**src/rtl/exec_sequencer.sv**
```systemverilog
// Multi-cycle fetch/decode/execute/memory/writeback sequencer.
// It owns the architectural PC and drives the memory and latch-enable strobes.
module exec_sequencer #(
  parameter logic [31:0] RESET_PC    = 32'h0000_8000,
  parameter int unsigned MEM_TIMEOUT = 16
) (
  input  logic        clk,
  input  logic        nrst,
  output logic        imem_req,
  input  logic        imem_ack,
  output logic        ir_we,
  input  logic        illegal,
  input  logic        halt_insn,
  input  logic        is_load,
  input  logic        is_store,
  input  logic        reg_we_dec,
  input  logic        alu_multicycle,
  input  logic        alu_done,
  output logic        op_latch,
  output logic        dmem_req,
  output logic        dmem_we,
  input  logic        dmem_ack,
  output logic        rf_we,
  input  logic [31:0] nextpc,
  output logic [31:0] pc,
  output logic [2:0]  state,
  output logic [1:0]  err_code,
  output logic [31:0] retire_count
);

  typedef enum logic [2:0] {
    S_FETCH  = 3'd0,
    S_DECODE = 3'd1,
    S_EXEC   = 3'd2,
    S_MEM    = 3'd3,
    S_WB     = 3'd4,
    S_HALT   = 3'd5,
    S_ERROR  = 3'd6
  } state_t;

  localparam logic [7:0] TMO_LAST = 8'(MEM_TIMEOUT - 1);

  state_t      cur, nxt;
  logic [7:0]  wait_cnt;
  logic [1:0]  err_nxt;
  logic        retire;
  logic        timeout;
  logic        misaligned;
  logic        raw_imem_req, raw_ir_we, raw_op_latch;
  logic        raw_dmem_req, raw_dmem_we, raw_rf_we;

  // An ack on the last permitted cycle still wins over the timeout.
  assign timeout    = (wait_cnt == TMO_LAST);
  assign misaligned = (nextpc[1:0] != 2'b00);

  always_comb begin
    nxt          = cur;
    err_nxt      = err_code;
    retire       = 1'b0;
    raw_imem_req = 1'b0;
    raw_ir_we    = 1'b0;
    raw_op_latch = 1'b0;
    raw_dmem_req = 1'b0;
    raw_dmem_we  = 1'b0;
    raw_rf_we    = 1'b0;
    case (cur)
      S_FETCH: begin
        raw_imem_req = 1'b1;
        if (imem_ack) begin
          raw_ir_we = 1'b1;
          nxt       = S_DECODE;
        end else if (timeout) begin
          nxt     = S_ERROR;
          err_nxt = 2'd1;
        end
      end
      S_DECODE: begin
        raw_op_latch = 1'b1;
        if (illegal)        nxt = S_ERROR;
        else if (halt_insn) nxt = S_HALT;
        else                nxt = S_EXEC;
      end
      S_EXEC: begin
        if (!alu_multicycle || alu_done)
          nxt = (is_load || is_store) ? S_MEM : S_WB;
      end
      S_MEM: begin
        raw_dmem_req = 1'b1;
        raw_dmem_we  = is_store;
        if (dmem_ack) begin
          nxt = S_WB;
        end else if (timeout) begin
          nxt     = S_ERROR;
          err_nxt = 2'd2;
        end
      end
      S_WB: begin
        if (misaligned) begin
          nxt     = S_ERROR;
          err_nxt = 2'd3;
        end else begin
          raw_rf_we = reg_we_dec & ~is_store;
          retire    = 1'b1;
          nxt       = S_FETCH;
        end
      end
      default: nxt = cur;
    endcase
  end

  // Strobes are forced low the moment reset asserts, abandoning any request.
  assign imem_req = raw_imem_req & nrst;
  assign ir_we    = raw_ir_we    & nrst;
  assign op_latch = raw_op_latch & nrst;
  assign dmem_req = raw_dmem_req & nrst;
  assign dmem_we  = raw_dmem_we  & nrst;
  assign rf_we    = raw_rf_we    & nrst;
  assign state    = cur;

  always_ff @(posedge clk or negedge nrst) begin
    if (!nrst) begin
      cur          <= S_FETCH;
      pc           <= RESET_PC;
      retire_count <= 32'd0;
      err_code     <= 2'd0;
      wait_cnt     <= 8'd0;
    end else begin
      cur      <= nxt;
      err_code <= err_nxt;
      if (retire) begin
        pc           <= nextpc;
        retire_count <= retire_count + 32'd1;
      end
      if (nxt != cur)
        wait_cnt <= 8'd0;
      else if (cur == S_FETCH || cur == S_MEM)
        wait_cnt <= wait_cnt + 8'd1;
    end
  end

endmodule
```
**config.mk**
```make
export PLATFORM = sky130hd
export DESIGN_NAME = exec_sequencer
export DESIGN_NICKNAME = d
export VERILOG_FILES = /design/src/rtl/exec_sequencer.sv
export SDC_FILE = /design/constraint.sdc
export NUM_CORES = 1
export LEC_CHECK = 0
export CAP_MARGIN = 20
export CORE_ASPECT_RATIO = 1.2
export CORE_MARGIN = 1.5
export CORE_UTILIZATION = 49
export CTS_CLUSTER_DIAMETER = 200
export DETAILED_ROUTE_END_ITERATION = 10
export HOLD_SLACK_MARGIN = 0.05
export PLACE_DENSITY = 0.9
export REMOVE_ABC_BUFFERS = 1
export SLEW_MARGIN = 5
export SYNTH_ARGS = -nofsm -noshare
export SYNTH_HDL_FRONTEND = slang
export SYNTH_SLANG_ARGS = --single-unit
```
**constraint.sdc**
```tcl
create_clock -name clk -period 3.8 [get_ports clk]
set_clock_uncertainty 0.2 [all_clocks]
set_input_delay 0.76 -clock clk [delete_from_list [all_inputs] [get_ports clk]]
set_output_delay 0.76 -clock clk [all_outputs]
set_load 0.005 [all_outputs]
```
Word-level counts from Yosys, hierarchy flattened
Index checks and enable logic that the tools add are counted.

Register bits: 77. Input bits: 43. Word-level logic and storage cells: 62. Output and inout bits: 75.

Bitwise operators: 8. Add/sub/neg operators: 2. Reductions and logical operators: 9. Multiplexer cells: 27. Equality and inequality tests: 11.

Operators with widths (number): adder 32 x 1 -> 32 bit, second input constant (1); two-way mux 3 bit (8); two-way mux 8 bit (2); one-hot mux 3 bit (5 select lines) (1); two-way mux 1 bit (10); two-way mux 2 bit (5); inequality test 2 bit, second input constant (5); adder 8 x 1 -> 8 bit, second input constant (1); equality test 8 x 4 -> 1 bit, second input constant (1); AND 1 bit (7); equality test 3 x 2 -> 1 bit, second input constant (2); one-hot mux 2 bit (3 select lines) (1); AND reduction 6 bit (1); nonzero test 2 bit (2); equality test 3 x 1 -> 1 bit, second input constant (1); equality test 3 bit, second input constant (1); logical NOT 3 bit (1); logical OR 1 bit (3); inequality test 3 bit (1); nonzero test 3 bit (1); logical NOT 1 bit (1); inverter 1 bit (1).

Logic depth before layout (Yosys ltp)
Depth after elaboration: 6. Depth in mapped cells: 7. Mapped depth without buffers: 6.

Worst setup path after synthesis
Ideal clock, no wire load.

Path type: in2out. Start: input port nextpc[1]. End: output port rf_we. Stages on the path: 4. Required time: 2.840 ns. Path buffers: 1. Setup slack: 1.344 ns. Data arrival time: 1.496 ns. Path through: nor4_4 > nand2_1 > buf_2 > nor3_1.

Longest elaborated chain between the ends: 4.

Ends and longest elaborated chain: start, declared (line 24) `input logic [31:0] nextpc,`; nonzero test 2 bit (line 54) `assign misaligned = (nextpc[1:0] != 2'b00);`; two-way mux 1 bit (line 98) `if (misaligned) begin`; two-way mux 1 bit (line 66) `case (cur)`; AND 1 bit (line 117) `assign rf_we = raw_rf_we & nrst;`; end, declared (line 23) `output logic rf_we,`.

No other way between the ends.

Final worst setup path
Start: input port nrst. End: output port ir_we.

Longest elaborated chain between the ends: 1.

Ends and longest elaborated chain: start, declared (line 8) `input logic nrst,`; AND 1 bit (line 113) `assign ir_we = raw_ir_we & nrst;`; end, declared (line 11) `output logic ir_we,`.

No other way between the ends.

==> results.ini <==
[place]
gp_congestion=0.845
port_buffers=117
dp_hpwl_um=5970

[synthesis]
yosys.cell_types.count=46
avgSynthCellArea_um2=9.70
ys_warn_count=0
seq_area_frac_synth=0.549
syn_inst=362
synth_seq_cells=77
syn_area_mm2=0.00351
synth_flop_cell=dfrtp_1
synth_edf_count=0
async_reset_ff_frac=1.00

[detailed_routing]
met1_length_um=3560
dr_wl_met2_um=4170
met3_length_um=428
drt_iter0_drc=205
wl_per_cell_um=14.4
dr.max_layer_used=met4
drtAntennaViolNets=0
drt_pass1_iterations=4
wl_um=8290
viasPerCell=5.22
drc=0
num_vias=3009

[critical_path]
worstPathArrival_ns=2.36
cpPeakStageDelay_ns=0.53
worstRegToRegCells=7
crit_slowest_cell=dlygate4sd3_1
cp-start-kind=input pin
crit_path_cell_trace=dlygate4sd3_1, buf_4, nor3b_1, and2_1, clkdlybuf4s50_1
crit_fanout=7
crit_type=input pin to output port
required_ns=2.84
critPathCaptureType=output port

[layout]
multiInputGateArea_mm2=0.00153
regArea_mm2=0.00193
num_antenna_cells=0
post-route-util=0.723
syn2layout_area_growth_pct=42.0
n_fill_cell=498
fin_nets=529
drive_above_1_share=0.0654

[hold_path]
min_path_type=register to register
hold_depth=1

[power]
leakagePower_uw=0.00228
power-per-cell-area_mw_per_mm2=303
irDropWorstVdd_mv=0.222

[timing]
tightest_slew_ns=0.540
period_share=0.874
grt_setup_unrepaired=no
hold_viol_final=0
finalSetupTns_ns=0
period_needed_ns=3.32
drv_slew=0
relSlewSlack=0.638
fmax_mhz=301
finalSetupViolCount=0

[global_route]
grt_first_pass_wirelength_um=14100
grtUsageTotal=0.237
antenna_found_initial=0
grt_pass1_vias=3032
gr-total-overflow=0
grt_max_degree=40

[clock_network]
cts_buffer_depth=2
tritoncts=built
cts_buffers=9
cts_sinks=77
clk_pin_slew_ns=0.08
clk_latency_ns=0.34
root_buffer=clkbuf_8
h-tree-depth=3

[die]
dieArea_mm2=0.00769
ios=118
core_area_mm2=0.00690
chipHeight_um=95.7
row_count=33
die_x_um=80.3
initial_core_util=0.509

[status]
status=completed

[job]
maxCapViolations=0

cells in the mapped netlist (3+ instances only):
cell | number | area share
and2_1 | 5 | 0.0089
nor3_1 | 7 | 0.010
and3_1 | 9 | 0.016
nand2_1 | 113 | 0.12
clkbuf_1 | 8 | 0.0086
xor2_1 | 11 | 0.027
nor2_1 | 25 | 0.027
nand3_1 | 11 | 0.016
o21ai_0 | 7 | 0.010
dfrtp_1 | 76 | 0.54
xnor2_1 | 28 | 0.070
nor2b_1 | 3 | 0.0053
buf_2 | 3 | 0.0043
a21oi_1 | 3 | 0.0043
nand4_1 | 10 | 0.018
a22oi_1 | 3 | 0.0064
and4_1 | 4 | 0.010
per-layer routing:
layer | vias to the layer above | track usage
li1 | 1453 | -
met1 | 1440 | 0.295
met2 | 106 | 0.405
met3 | 10 | 0.0502
met4 | 0 | 0.0920
met5 | - | 0
per-stage QoR:
step / hold slack, ns / instance area, µm² / instances / setup WS [ns] / total power, µW
5_1_grt: 0.297 / 4990 / 576 / 0.354 / 1570
4_1_cts: 0.276 / 4990 / 576 / 0.483 / 1530
6_report: 0.272 / 4990 / 576 / 0.479 / 1510
3_3_place_gp: 0.254 / 4780 / 559 / 0.572 / 904
2_1_floorplan: 0.248 / 3460 / 350 / 0.907 / 841
3_5_place_dp: 0.262 / 4780 / 559 / 0.500 / 906
cells by family after synthesis:
logic type / Yosys count / synth area share
buffers and inverters: 14 / 0.0160
DFF: 77 / 0.549
AOI/OAI and AO/OA: 26 / 0.0538
xor gates and xnor gates: 39 / 0.0973
adders and majority gates: 2 / 0.00712
and+or+nand+nor: 204 / 0.277
worst paths after layout:
check	start	end	slack (ns)
setup / recovery	nrst	ir_we	0.48
hold / removal	retire_count[31]	retire_count[31]	0.27
setup reg to reg	state[1]	retire_count[29]	1.16
hold reg to reg	retire_count[31]	retire_count[31]	0.27
max in group asynchronous	nrst	pc[15]	2.16
min in group asynchronous	nrst	pc[3]	0.57
timing repair:
item                      CTS  global route
hold endpoints to repair    1             0
resized for setup           0             0
hold buffers                1             0
setup buffers               0             0
cell type report:
cell class | instances | share of cell area
sequential | 77 | 0.387
multi-input combinational | 271 | 0.306
timing repair buffer | 123 | 0.244
clock buffer | 10 | 0.0276
tap | 87 | 0.0218
clock inverter | 6 | 0.0123
inverter | 2 | 0.00151
report_power, final:
| group | internal, µW | switching (µW) | leakage [µW] |
|---|---|---|---|
| sequential | 819 | 0 | 0.00106 |
| clock | 320 | 300 | 0.000102 |
| combinational | 42.2 | 28.5 | 0.00112 |
| total | 1180 | 329 | 0.00228 |
cells in the final DEF (no fill, tap or decap), drive strengths merged, types with 2 or more instances in the layout:
cell type / count
nor2: 25
and4: 4
nor2b: 3
a21oi: 3
o21ai: 7
dfrtp: 76
nor3: 9
ha: 2
or2: 3
nand3: 11
and2: 5
xor2: 11
buf: 6
clkdlybuf4s50: 116
nand4b: 2
nand2: 113
a22oi: 3
nand2b: 2
or4: 2
xnor2: 28
clkbuf: 10
and3: 9
a2bb2oi: 2
nor4b: 2
clkinv: 3
inv: 3
nand4: 10
nor4: 2
registers in the layout, summed over array words and instances, names as in the netlist:
name / cells
state: 3
retire_count: 32
pc: 32
wait_cnt: 8
err_code: 2
critical path, delay by kind of cell:
family                 cells  cell delay, ns
and+or+nand+nor            2            0.43
buffers and inverters      3            1.17
Note: power is estimated with default switching activity, not from simulation.
